### config.mk
export PLATFORM = sky130hd
export DESIGN_NAME = fano_depuncturer_flat
export DESIGN_NICKNAME = d
export VERILOG_FILES = /design/src/rtl/fano_depuncturer_if.sv /design/src/rtl/fano_depuncturer.sv /design/src/flat_wrapper.sv
export SDC_FILE = /design/constraint.sdc
export NUM_CORES = 1
export LEC_CHECK = 0
export CORE_MARGIN = 2
export CORE_UTILIZATION = 47
export CTS_CLUSTER_DIAMETER = 100
export DETAILED_ROUTE_END_ITERATION = 6
export PLACE_DENSITY = 0.71
export SLEW_MARGIN = 20
export SYNTH_ARGS = -nofsm -noshare
export SYNTH_HDL_FRONTEND = slang
export SYNTH_SLANG_ARGS = --single-unit
export TNS_END_PERCENT = 10
### constraint.sdc
create_clock -name clk -period 2.1 [get_ports clk]
set_input_delay 0.42 -clock clk [delete_from_list [all_inputs] [get_ports clk]]
set_output_delay 0.42 -clock clk [all_outputs]
set_load 0.02 [all_outputs]
### src/rtl/fano_depuncturer_if.sv
// ---------------------------------------------------------------------------
// fano_depuncturer_if
// Stream bundle between the symbol source and the depuncturer, and between
// the depuncturer and the Fano decoder.
//
// Signals:
//   i_vld        symbol strobe into the depuncturer (gaps allowed)
//   i_data       received coded symbol, SOFT_W bits
//   o_vld        rebuilt pair strobe, one-cycle pulse
//   o_data       {X,Y}, X in the upper SOFT_W bits
//   o_erase      [1]=X erased, [0]=Y erased
//   o_pat_start  marks the first pair of each puncture period
//
// Handshake: strobe-only. A symbol is taken on every clock edge where
// i_vld=1, and a pair is valid on every edge where o_vld=1. There is no
// ready signal and no backpressure in either direction.
//
// Modports:
//   master  symbol source / pair consumer (drives i_*, observes o_*)
//   slave   the depuncturer (observes i_*, drives o_*)
// ---------------------------------------------------------------------------
interface fano_depuncturer_if #(
  parameter int SOFT_W = 1
);
  logic                  i_vld;
  logic [SOFT_W-1:0]     i_data;
  logic                  o_vld;
  logic [2*SOFT_W-1:0]   o_data;
  logic [1:0]            o_erase;
  logic                  o_pat_start;

  modport master (
    output i_vld, i_data,
    input  o_vld, o_data, o_erase, o_pat_start
  );

  modport slave (
    input  i_vld, i_data,
    output o_vld, o_data, o_erase, o_pat_start
  );
endinterface

### src/rtl/fano_depuncturer.sv
// ---------------------------------------------------------------------------
// fano_depuncturer
// Rebuilds rate-1/2 mother-code (X,Y) pairs from a serial stream of received
// symbols. Punctured positions are filled with zero data and flagged in
// o_erase. Supported rates are 1/2, 2/3, 3/4 and 7/8, selected at run time.
// A slip request from the decoder drops one symbol to shift the puncture
// alignment during sync search.
//
// Ports:
//   clk          system clock
//   reset_n      asynchronous, active-low reset
//   i_code_rate  0=1/2, 1=2/3, 2=3/4, 3=7/8
//   i_shift_phs  one-cycle slip request
//   bus          fano_depuncturer_if.slave (i_vld/i_data in, pairs out)
//   o_slip_cnt   executed-slip count, saturating at 255
//                (only when FANO_DEPUNCT_SLIP_CNT_EN is defined)
//
// Optional feature macro: FANO_DEPUNCT_SLIP_CNT_EN
// ---------------------------------------------------------------------------
module fano_depuncturer #(
  parameter int SOFT_W  = 1,
  parameter int MAX_PAT = 7
) (
  input  logic                 clk,
  input  logic                 reset_n,
  input  logic [1:0]           i_code_rate,
  input  logic                 i_shift_phs,
  fano_depuncturer_if.slave    bus
`ifdef FANO_DEPUNCT_SLIP_CNT_EN
  ,
  output logic [7:0]           o_slip_cnt
`endif
);

  localparam int PTR_W = (MAX_PAT > 1) ? $clog2(MAX_PAT) : 1;

  typedef enum logic {
    SLOT_X = 1'b0,
    SLOT_Y = 1'b1
  } slot_t;

  // Puncture tables. Bit p holds the sent flag of pair p (1 = transmitted).
  function automatic logic [MAX_PAT-1:0] pat_x(input logic [1:0] r);
    case (r)
      2'd0:    return MAX_PAT'(7'b0000001);
      2'd1:    return MAX_PAT'(7'b0000001);
      2'd2:    return MAX_PAT'(7'b0000101);
      default: return MAX_PAT'(7'b1010001);
    endcase
  endfunction

  function automatic logic [MAX_PAT-1:0] pat_y(input logic [1:0] r);
    case (r)
      2'd0:    return MAX_PAT'(7'b0000001);
      2'd1:    return MAX_PAT'(7'b0000011);
      2'd2:    return MAX_PAT'(7'b0000011);
      default: return MAX_PAT'(7'b0101111);
    endcase
  endfunction

  function automatic logic [PTR_W-1:0] last_pair(input logic [1:0] r);
    case (r)
      2'd0:    return PTR_W'(0);
      2'd1:    return PTR_W'(1);
      2'd2:    return PTR_W'(2);
      default: return PTR_W'(6);
    endcase
  endfunction

  // Registered state
  logic [1:0]        rate_q;
  logic [PTR_W-1:0]  ptr_q;
  slot_t             slot_q;
  logic [SOFT_W-1:0] x_buf_q;
  logic              pend_q;

  // Combinational next-state
  logic              rate_chg;
  logic [PTR_W-1:0]  ptr_c;
  slot_t             slot_c;
  logic [SOFT_W-1:0] x_buf_c;
  logic              pend_c;
  logic [MAX_PAT-1:0] px;
  logic [MAX_PAT-1:0] py;
  logic              x_sent;
  logic              y_sent;
  logic              discard;
  logic              accept;
  logic              complete;
  logic [PTR_W-1:0]  ptr_nx;
  logic [PTR_W-1:0]  ptr_d;
  slot_t             slot_d;
  logic [SOFT_W-1:0] x_buf_d;
  logic              pend_d;
  logic [SOFT_W-1:0] x_field;
  logic [SOFT_W-1:0] y_field;
  logic [1:0]        erase_d;

  always_comb begin
    rate_chg = (i_code_rate != rate_q);

    // A rate change behaves as if the pointer had already been reset, so a
    // symbol arriving in the same cycle lands in pair 0 / X of the new rate.
    ptr_c   = rate_chg ? '0     : ptr_q;
    slot_c  = rate_chg ? SLOT_X : slot_q;
    x_buf_c = rate_chg ? '0     : x_buf_q;
    pend_c  = rate_chg ? 1'b0   : pend_q;

    px     = pat_x(i_code_rate);
    py     = pat_y(i_code_rate);
    x_sent = px[ptr_c];
    y_sent = py[ptr_c];

    // A request in the same cycle as a symbol slips that very symbol.
    discard = bus.i_vld & (pend_c | i_shift_phs);
    accept  = bus.i_vld & ~discard;
    pend_d  = discard ? 1'b0 : (pend_c | i_shift_phs);

    // The pair closes on its Y slot, or on X when Y is punctured.
    complete = accept & ((slot_c == SLOT_Y) | ~y_sent);

    ptr_nx = (ptr_c == last_pair(i_code_rate)) ? '0 : ptr_c + PTR_W'(1);

    ptr_d   = ptr_c;
    slot_d  = slot_c;
    x_buf_d = x_buf_c;
    if (accept) begin
      if (complete) begin
        // Skip straight to Y of the next pair when its X is punctured.
        ptr_d   = ptr_nx;
        slot_d  = px[ptr_nx] ? SLOT_X : SLOT_Y;
        x_buf_d = '0;
      end else begin
        slot_d  = SLOT_Y;
        x_buf_d = bus.i_data;
      end
    end

    if (slot_c == SLOT_Y) begin
      x_field = x_sent ? x_buf_c : '0;
      y_field = bus.i_data;
      erase_d = {~x_sent, 1'b0};
    end else begin
      x_field = bus.i_data;
      y_field = '0;
      erase_d = 2'b01;
    end
  end

  always_ff @(posedge clk or negedge reset_n) begin
    if (!reset_n) begin
      rate_q          <= 2'd0;
      ptr_q           <= '0;
      slot_q          <= SLOT_X;
      x_buf_q         <= '0;
      pend_q          <= 1'b0;
      bus.o_vld       <= 1'b0;
      bus.o_data      <= '0;
      bus.o_erase     <= 2'b00;
      bus.o_pat_start <= 1'b0;
    end else begin
      rate_q          <= i_code_rate;
      ptr_q           <= ptr_d;
      slot_q          <= slot_d;
      x_buf_q         <= x_buf_d;
      pend_q          <= pend_d;
      bus.o_vld       <= complete;
      bus.o_pat_start <= complete & (ptr_c == '0);
      if (complete) begin
        bus.o_data  <= {x_field, y_field};
        bus.o_erase <= erase_d;
      end
    end
  end

`ifdef FANO_DEPUNCT_SLIP_CNT_EN
  always_ff @(posedge clk or negedge reset_n) begin
    if (!reset_n) begin
      o_slip_cnt <= 8'd0;
    end else if (rate_chg) begin
      o_slip_cnt <= {7'd0, discard};
    end else if (discard && (o_slip_cnt != 8'hFF)) begin
      o_slip_cnt <= o_slip_cnt + 8'd1;
    end
  end
`endif

endmodule
### src/flat_wrapper.sv
// flat-port wrapper written by rule: the top's interface ports become plain ports
module fano_depuncturer_flat 
#(
  parameter int SOFT_W  = 1,
  parameter int MAX_PAT = 7
)
  (clk, reset_n, i_code_rate, i_shift_phs, bus_i_vld, bus_i_data, bus_o_vld, bus_o_data, bus_o_erase, bus_o_pat_start);
  fano_depuncturer_if #(.SOFT_W(SOFT_W)) bus_i ();
  input  logic clk;
  input  logic reset_n;
  input  logic [1:0] i_code_rate;
  input  logic i_shift_phs;
  input wire logic [$bits(bus_i.i_vld)-1:0] bus_i_vld;
  input wire logic [$bits(bus_i.i_data)-1:0] bus_i_data;
  output wire logic [$bits(bus_i.o_vld)-1:0] bus_o_vld;
  output wire logic [$bits(bus_i.o_data)-1:0] bus_o_data;
  output wire logic [$bits(bus_i.o_erase)-1:0] bus_o_erase;
  output wire logic [$bits(bus_i.o_pat_start)-1:0] bus_o_pat_start;
  assign bus_i.i_vld = bus_i_vld;
  assign bus_i.i_data = bus_i_data;
  assign bus_o_vld = bus_i.o_vld;
  assign bus_o_data = bus_i.o_data;
  assign bus_o_erase = bus_i.o_erase;
  assign bus_o_pat_start = bus_i.o_pat_start;
  fano_depuncturer #(.SOFT_W(SOFT_W), .MAX_PAT(MAX_PAT)) u_core (.clk(clk), .reset_n(reset_n), .i_code_rate(i_code_rate), .i_shift_phs(i_shift_phs), .bus(bus_i));
endmodule
# [Word level (Yosys, flattened, before mapping)]
# Cells that the tools add are included.
# W data, S select, Z words.
[op_classes] addsub=1 magnitude_cmp=2 n_eq_ne=4 n_mux=26 bitwise=9 reduce_logical=4
[op_table] op="$mux W1" n=15
[op_table] op="$pmux W7 S2" n=1
[op_table] op="$mux W3" n=4
[op_table] op="$pmux W6 S2" n=1
[op_table] op="$bmux W1 S3" n=3
[op_table] op="$pmux W3 S3" n=1
[op_table] op="$lt A3 B4 Y1 const B" n=2
[op_table] op="$and A1 B1 Y1" n=4
[op_table] op="$reduce_or A2 Y1" n=2
[op_table] op="$add A3 B1 Y3 const B" n=1
[op_table] op="$eq A3 B3 Y1" n=1
[op_table] op="$logic_not A3 Y1" n=1
[op_table] op="$not A1 Y1" n=3
[op_table] op="$eq A2 B1 Y1 const B" n=1
[op_table] op="$eq A2 B2 Y1 const B" n=1
[op_table] op="$logic_not A2 Y1" n=1
[op_table] op="$mux W2" n=1
[op_table] op="$ne A2 B2 Y1" n=1
[op_table] op="$or A1 B1 Y1" n=2
[totals] reg_bits=14 inputBits=7 wordCells=55

# [Longest topological paths before layout]
# Gate-level depths: netlist (run 1).
[depth] ltp_word=10 ltp_mapped=12 depth_no_buf=10

# [Worst setup path before layout (run 1)]
# No wires, ideal clock.
[synth_path] kind="in2reg" startpoint="input port i_code_rate[1]" endpoint="register u_core.slot_q" setup_time_ps=128 arrival_time_ps=2031 slack_ps=-59 path_stages=12 cell_sequence="buf_6 xnor2_4 and2_1 buf_6 nand2_1 inv_1 ha_1 xor2_1 xnor2_1 a21oi_1 o21ai_0 a22oi_2"
[synth_between] elab_chain_len=10 elab_cells_between_ends=29 cone_classes="add/sub: 1; eq/ne: 4; mux: 14; bitwise: 7; reduce/logical: 3"
[synth_rtl] element="start: declaration" line="flat_wrapper.sv:11" source="input logic [1:0] i_code_rate;"
[synth_rtl] element="parallel branches: the longest is 9 deep, another holds $add A3 B1 Y3"
[synth_rtl] element="$mux W1 (*)" line="fano_depuncturer.sv:127" source="if (accept) begin"
[synth_rtl] element="via u_core.slot_d" line="fano_depuncturer.sv:92" source="slot_t slot_d;"
[synth_rtl] element="end signal: assignment" line="fano_depuncturer.sv:164" source="slot_q <= slot_d;"
[synth_rtl] element="end: declaration" line="fano_depuncturer.sv:73" source="slot_t slot_q;"
# Mark *: on every way through the listed nets, which the timed path passes. The select of a mux whose other input is x is not followed.
# A chain may end at the register's enable or synchronous reset.

# [Worst setup path after layout (run 1)]
[layout_path] startpoint="register u_core.rate_q[1]" endpoint="register u_core.slot_q"
[layout_between] elab_chain_len=9 elab_cells_between_ends=21 cone_classes="add/sub: 1; eq/ne: 2; mux: 11; bitwise: 7"
[layout_rtl] element="start: declaration" line="fano_depuncturer.sv:71" source="logic [1:0] rate_q;"
[layout_rtl] element="start signal: assignment" line="fano_depuncturer.sv:162" source="rate_q <= i_code_rate;"
[layout_rtl] element="$ne A2 B2 Y1 (*)" line="fano_depuncturer.sv:100" source="rate_chg = (i_code_rate != rate_q);"
[layout_rtl] element="$mux W3 / $mux W1 (equally long branches)" line="fano_depuncturer.sv:104, fano_depuncturer.sv:107"
[layout_rtl] element="$add A3 B1 Y3 (tied with other cells)" line="fano_depuncturer.sv:122" source="ptr_nx = (ptr_c == last_pair(i_code_rate)) ? '0 : ptr_c + PTR_W'(1);"
[layout_rtl] element="$mux W3 (tied with other cells)" line="fano_depuncturer.sv:122"
[layout_rtl] element="$bmux W1 S3 (tied with other cells)" line="fano_depuncturer.sv:131" source="slot_d = px[ptr_nx] ? SLOT_X : SLOT_Y;"
[layout_rtl] element="$mux W1 (implied by the code) (tied with other cells)" line="fano_depuncturer.sv:131"
[layout_rtl] element="$mux W1 / $and A1 B1 Y1 (equally long branches)" line="fano_depuncturer.sv:131, fano_depuncturer.sv:120"
[layout_rtl] element="$mux W1" line="fano_depuncturer.sv:128" source="if (complete) begin"
[layout_rtl] element="$mux W1 (*)" line="fano_depuncturer.sv:127"
[layout_rtl] element="via u_core.slot_d" line="fano_depuncturer.sv:92"
# Mark *: on every way through the listed nets, which the timed path passes. The rest lies on a longest branch. The select of a mux whose other input is x is not followed.

==> results.json, run 1 <==
{
  "outcome": "finished, final reports clean",
  "setup_viol": 0,
  "finalCritPeriodShare": 0.919,
  "finalWeightedCongestion": 0.828,
  "area_growth_pct": 27.1,
  "crit_slowest_cell": "dfrtp_1",
  "antenna_left": 0,
  "drive_above_1_share": 0.283,
  "cts_tree": "done",
  "grt_pass1_vias": 780,
  "multi_input_area_sq_um": 513,
  "hpwl_um": 1440,
  "cp-end-kind": "flip-flop",
  "place_ws_ns": -0.397,
  "hp-class": "flip-flop to flip-flop",
  "cap_violations": 0,
  "clk_path_buf_depth": 2,
  "layout_min_cycle_time_ns": 1.93,
  "ios": 13,
  "avgRoutedWirePerCell_um": 13.2,
  "final_core_util": 0.619,
  "rsz0062_at_grt": "no",
  "die_area_sq_um": 2360,
  "vias_per_cell": 5.46,
  "path_max_fanout": 4,
  "finalNetCount": 130,
  "n_antenna_cell": 0,
  "tightest_slew_ns": 0.618,
  "hold_violations": 0,
  "row_count": 16,
  "core_area_sq_um": 1920,
  "avgSynthCellArea_sq_um": 9.85,
  "regArea_sq_um": 350,
  "seq_area_frac_synth": 0.374,
  "fin_skew_ns": 0.00331,
  "grt_max_degree": 15,
  "cp.required_ns": 2.30,
  "drt-pass1-iter-count": 4,
  "die_w_um": 48.6,
  "critPathMaxStageDelay_ns": 0.45,
  "slew_viol_final": 0,
  "netlist_instances": 95,
  "gr-total-overflow": 0,
  "ys_types": 37,
  "cts_root_buf": "clkbuf_4",
  "cts_setup_buffers": 0,
  "grt_usage": 0.174,
  "ys_seq_elements": 14,
  "fin_ws_ns": 0.170,
  "routed_wl_um": 1950,
  "first_iter_violations": 13,
  "antenna_found_initial": 0,
  "yosys_warnings": 0,
  "power_uw": 713,
  "initial_core_util": 0.487,
  "grt_pass1_wl_um": 3260,
  "powerDensity_nw_per_um2": 599,
  "critPathLaunchType": "flip-flop",
  "peakVddDrop_mv": 0.515,
  "critPathKind": "flip-flop to flip-flop",
  "nFillCells": 173,
  "syn-cell-area_sq_um": 936,
  "fp.dieH_um": 48.6,
  "drc": 0,
  "cts_hold_buf": 0,
  "arrival_ns": 2.13,
  "clock_latency_ns": 0.28,
  "max_freq_mhz": 518,
  "final.setup.tns_ns": 0,
  "portBuffers": 12,
  "syn_nets": 104,
  "dr_total_vias": 802,
  "p_leak_uw": 0.000560,
  "cts-buffers-inserted": 3,
  "clk_pin_slew_ns": 0.09,
  "crit_chain": "xnor2_4 -> and2_4 -> nand2_2 -> inv_1 -> ha_1 -> xor2_2 -> xnor2_1 -> a21oi_1 -> o21ai_1 -> a22oi_2",
  "max_slew_margin": 0.587,
  "clock_sinks": 14,
  "htreeDepth": 1
}
-- routing by layer --
metal / up-vias / routed length [um] / track usage
met4: 0 / 23 / 0.0571
li1: 391 / - / -
met3: 4 / 71 / 0.0278
met2: 21 / 985 / 0.313
met1: 386 / 865 / 0.210
met5: - / 0 / 0
-- worst paths after layout --
check                                       from               endpoint  slack, ns  depth (start not counted)
min in group asynchronous                reset_n       u_core.rate_q[1]       0.52                          1
hold reg to reg            u_core.bus.o_erase[1]  u_core.bus.o_erase[1]       0.51                          1
setup reg to reg                u_core.rate_q[1]          u_core.slot_q       0.17                         10
max in group asynchronous                reset_n   u_core.bus.o_data[0]       1.18                          1
hold / removal             u_core.bus.o_erase[1]  u_core.bus.o_erase[1]       0.51                          1
setup / recovery                u_core.rate_q[1]          u_core.slot_q       0.17                         10
-- state kept, by name (all words and copies together), names as in the netlist --
name                    cells
u_core.bus.o_vld            1
u_core.bus.o_data           2
u_core.bus.o_pat_start      1
u_core.bus.o_erase          2
u_core.x_buf_q              1
u_core.pend_q               1
u_core.slot_q               1
u_core.ptr_q                3
u_core.rate_q               2
-- where the power goes --
group	internal (uW)	switching (uW)
combinational	101	99.2
sequential	298	19.7
clock	106	89.2
total	505	208
-- cells by family (layout without fill, tap and decap cells) --
| family | Yosys count | count (layout) | synth area share |
|---|---|---|---|
| muxes | 1 | 1 | 0.0120 |
| buffers and inverters | 12 | 37 | 0.0909 |
| AOI/OAI and AO/OA | 26 | 26 | 0.235 |
| DFF | 14 | 14 | 0.374 |
| xor gates and xnor gates | 4 | 4 | 0.0655 |
| adders and majority gates | 2 | 2 | 0.0267 |
| and+or+nand+nor | 36 | 36 | 0.195 |
-- repair_timing --
action	4_1_cts	5_1_grt
gates resized for setup	3	1
endpoints found under the setup margin	1	1
pin swaps	0	0
-- critical path, delay by kind of cell (launching register included) --
kind / cells / cell delay, ns
buffers and inverters: 1 / 0.05
AND/OR/NAND/NOR: 2 / 0.22
adder cells (fa/ha/maj): 1 / 0.23
flip-flops: 1 / 0.45
AO/OA/AOI/OAI: 3 / 0.41
XOR/XNOR: 3 / 0.49
-- area by class of cell --
type	instances	area share
multi-input cells	69	0.431
flip-flops and latches	14	0.294
repair buffers	28	0.200
clock buffers	4	0.0305
well taps	27	0.0284
inverters	5	0.0158
-- synthesized netlist by cell type --
| library cell | number | area share |
|---|---|---|
| o221ai_1 | 2 | 0.019 |
| nor4bb_1 | 1 | 0.011 |
| a22oi_2 | 1 | 0.013 |
| or2_4 | 1 | 0.0094 |
| a21oi_4 | 1 | 0.017 |
| buf_6 | 5 | 0.060 |
| o21ai_0 | 2 | 0.011 |
| nor4_1 | 1 | 0.0067 |
| nand4_1 | 2 | 0.013 |
| xor2_1 | 1 | 0.0094 |
| nor2_1 | 8 | 0.032 |
| a31oi_2 | 1 | 0.013 |
| o211ai_2 | 2 | 0.027 |
| or3b_1 | 1 | 0.0094 |
| and4b_1 | 1 | 0.011 |
| and3_1 | 1 | 0.0067 |
| xnor2_4 | 1 | 0.029 |
| o21a_1 | 1 | 0.0080 |
| o211ai_1 | 1 | 0.0080 |
| buf_2 | 2 | 0.011 |
| mux2_1 | 1 | 0.012 |
| dfrtp_1 | 14 | 0.37 |
| a21o_1 | 1 | 0.0080 |
| xnor2_1 | 1 | 0.0094 |
| nand3b_1 | 1 | 0.0080 |
| nand2_1 | 11 | 0.044 |
| ha_1 | 2 | 0.027 |
| a22oi_4 | 1 | 0.023 |
| a31oi_1 | 2 | 0.013 |
| a41oi_2 | 1 | 0.017 |
| o21ai_2 | 1 | 0.0094 |
| nand3_1 | 7 | 0.037 |
| a21oi_1 | 5 | 0.027 |
| and2_1 | 1 | 0.0067 |
| inv_1 | 5 | 0.020 |
| o21ai_1 | 4 | 0.021 |
| xnor2_2 | 1 | 0.017 |
-- layout by cell type, fill, tap and decap left out, types with 2 or more instances in the layout --
master	netlist	final
nand4_1	2	2
dlygate4sd2_1	0	2
buf_4	0	16
o211ai_2	2	2
o21ai_1	4	5
a31oi_1	2	2
nand3_1	7	7
nor2_1	8	8
nand2_1	11	10
clkbuf_4	0	3
inv_1	5	5
ha_1	2	2
o221ai_1	2	2
a21oi_1	5	5
clkdlybuf4s50_1	0	10
dfrtp_1	14	14
-- through the flow --
stage          hold slack, ns  instances  area, sq um
3_5_place_dp            0.484        143         1150
2_1_floorplan           0.124         95          938
5_1_grt                 0.521        147         1190
3_3_place_gp            0.477        143         1150
6_report                0.511        147         1190
4_1_cts                 0.510        147         1180
(Power assumes the default switching activity.)
==> run 2: changes to the inputs <==
SLEW_MARGIN = not set   (was 20)
==> results of run 2 <==
Final layout, timing and power as in run 1 (identical DEF).
==> run 3: changes to the inputs <==
CORE_ASPECT_RATIO = 1.4   (was not set)
==> run 3 against run 2 <==
Net effect: worst hold slack worse by 0.013 ns; via count is 1.2% higher; clock skew increased by 0.0049 ns; worst setup slack worse by 0.0062 ns; total power about the same; cell count decreased by 4.1%; sequential share of layout area rose by 0.19 points; largest power group unchanged; clock power shrank 2%; global-route usage grew 2.2 points; core utilization down 0.51 points; non-clock buffer count did not move; count of clock-buffer cells in the layout unchanged.
==> results.json, run 3 (synthesis results as in run 1) <==
{
  "drc": 0,
  "placed_cell_area_sq_um": 1140,
  "cts_root_buf": "clkbuf_4",
  "die_w_um": 41.7,
  "power_uw": 713,
  "rsz0062_at_grt": "no",
  "grt_pass1_wl_um": 3620,
  "drt-pass1-iter-count": 2,
  "grt_pass1_vias": 817,
  "antenna_found_initial": 0,
  "regArea_sq_um": 350,
  "cap_violations": 0,
  "p_leak_uw": 0.000560,
  "path_max_fanout": 4,
  "final_cell_mix": "buf_4 (16), dfrtp_1 (14), nand2_1 (10), clkdlybuf4s50_1 (10), nor2_1 (8)",
  "hp-class": "flip-flop to flip-flop",
  "fp.dieH_um": 56.8,
  "clk_pin_slew_ns": 0.09,
  "max_slew_margin": 0.583,
  "top_register": "u_core.ptr_q",
  "cts_tree": "done",
  "final_common_cell": "buf_4",
  "final_area_sq_um": 1180,
  "cpLargestDelayFamily": "XOR/XNOR gates",
  "cp.required_ns": 2.28,
  "row_count": 19,
  "critPathLaunchType": "primary input",
  "critPathKind": "primary input to flip-flop",
  "core_area_sq_um": 1930,
  "cts-buffers-inserted": 3,
  "initial_core_util": 0.486,
  "clock_sinks": 14,
  "hpwl_um": 1500,
  "finalCritPeriodShare": 0.922,
  "clk_path_buf_depth": 2,
  "crit_slowest_cell": "dlygate4sd2_1",
  "gr-total-overflow": 0,
  "outcome": "finished, final reports clean",
  "area_growth_pct": 26.3,
  "finalWeightedCongestion": 0.812,
  "ios": 13,
  "layout_min_cycle_time_ns": 1.94,
  "die_area_sq_um": 2370,
  "grt_usage": 0.196,
  "slew_viol_final": 0,
  "peakVddDrop_mv": 0.471,
  "cp_num_buf_inv": 2,
  "final_cells": 141,
  "powerDensity_nw_per_um2": 603,
  "r2r_setup_slack_ns": 0.17,
  "largest_reg_flops": 3,
  "nFillCells": 171,
  "drive_above_1_share": 0.283,
  "first_iter_violations": 13,
  "vias_per_cell": 5.76,
  "setup_viol": 0,
  "crit_chain": "dlygate4sd2_1 -> xnor2_2 -> and2_4 -> nand2_1 -> inv_1 -> ha_1 -> xor2_2 -> xnor2_1 -> a21oi_1 -> o21ai_1 -> a22oi_2",
  "max_freq_mhz": 517,
  "dp_cells": 137,
  "n_antenna_cell": 0,
  "finalNetCount": 130,
  "grt_max_degree": 15,
  "routed_wl_um": 2030,
  "cts_hold_buf": 0,
  "clock_latency_ns": 0.28,
  "antenna_left": 0,
  "multi_input_area_sq_um": 513,
  "htreeDepth": 1,
  "portBuffers": 12,
  "tightest_slew_ns": 0.623,
  "arrival_ns": 2.11,
  "hold_violations": 0,
  "fin_skew_ns": 0.00825,
  "cp-end-kind": "flip-flop",
  "dr_total_vias": 812,
  "avgRoutedWirePerCell_um": 14.4,
  "critPathMaxStageDelay_ns": 0.27
}
-- run 3: worst paths after layout --
kind | cells after the start | start | endpoint
max | 11 | i_code_rate[0] | u_core.slot_q
max in group asynchronous | 1 | reset_n | u_core.bus.o_erase[0]
min reg2reg | 1 | u_core.bus.o_erase[1] | u_core.bus.o_erase[1]
min | 1 | u_core.bus.o_erase[1] | u_core.bus.o_erase[1]
min in group asynchronous | 1 | reset_n | u_core.bus.o_data[0]
max reg2reg | 10 | u_core.rate_q[0] | u_core.slot_q
-- run 3: cell type report --
type,count,area share
well taps,21,0.0222
inverters,5,0.0159
flip-flops and latches,14,0.296
multi-input cells,69,0.434
repair buffers,28,0.201
clock buffers,4,0.0307
-- run 3: stage by stage --
step / hold slack [ns] / setup slack (ns) / TNS, ns / util
floorplan: 0.124 / 0.0195 / 0 / -
finish: 0.497 / 0.164 / 0 / 0.614
CTS: 0.504 / 0.165 / 0 / 0.614
detailed placement: 0.479 / -0.434 / -2.41 / 0.591
global route: 0.527 / 0.0464 / 0 / 0.614
global placement: 0.477 / -0.341 / -2.09 / 0.591
-- run 3: repair_timing --
action                     CTS  global route
resized for setup            4             0
setup endpoints to repair    2             0
setup buffers                0             0
-- run 3: per-layer routing --
layer  vias to the layer above  wire length [um]  part of all wire  global-route usage
met1                       401               862              0.42               0.239
met5                         -                 0                 0                   0
li1                        388                 -                 -                   -
met3                         5                51             0.025              0.0225
met2                        18              1080              0.53               0.344
met4                         0                41             0.020              0.0829
-- run 3: power by group --
group / total (uW) / switching [uW] / internal, uW / leakage [uW]
Combinational: 205 / 103 / 102 / 0.000358
Sequential: 317 / 18.4 / 298 / 0.000181
Clock: 191 / 85.7 / 106 / 0.0000210
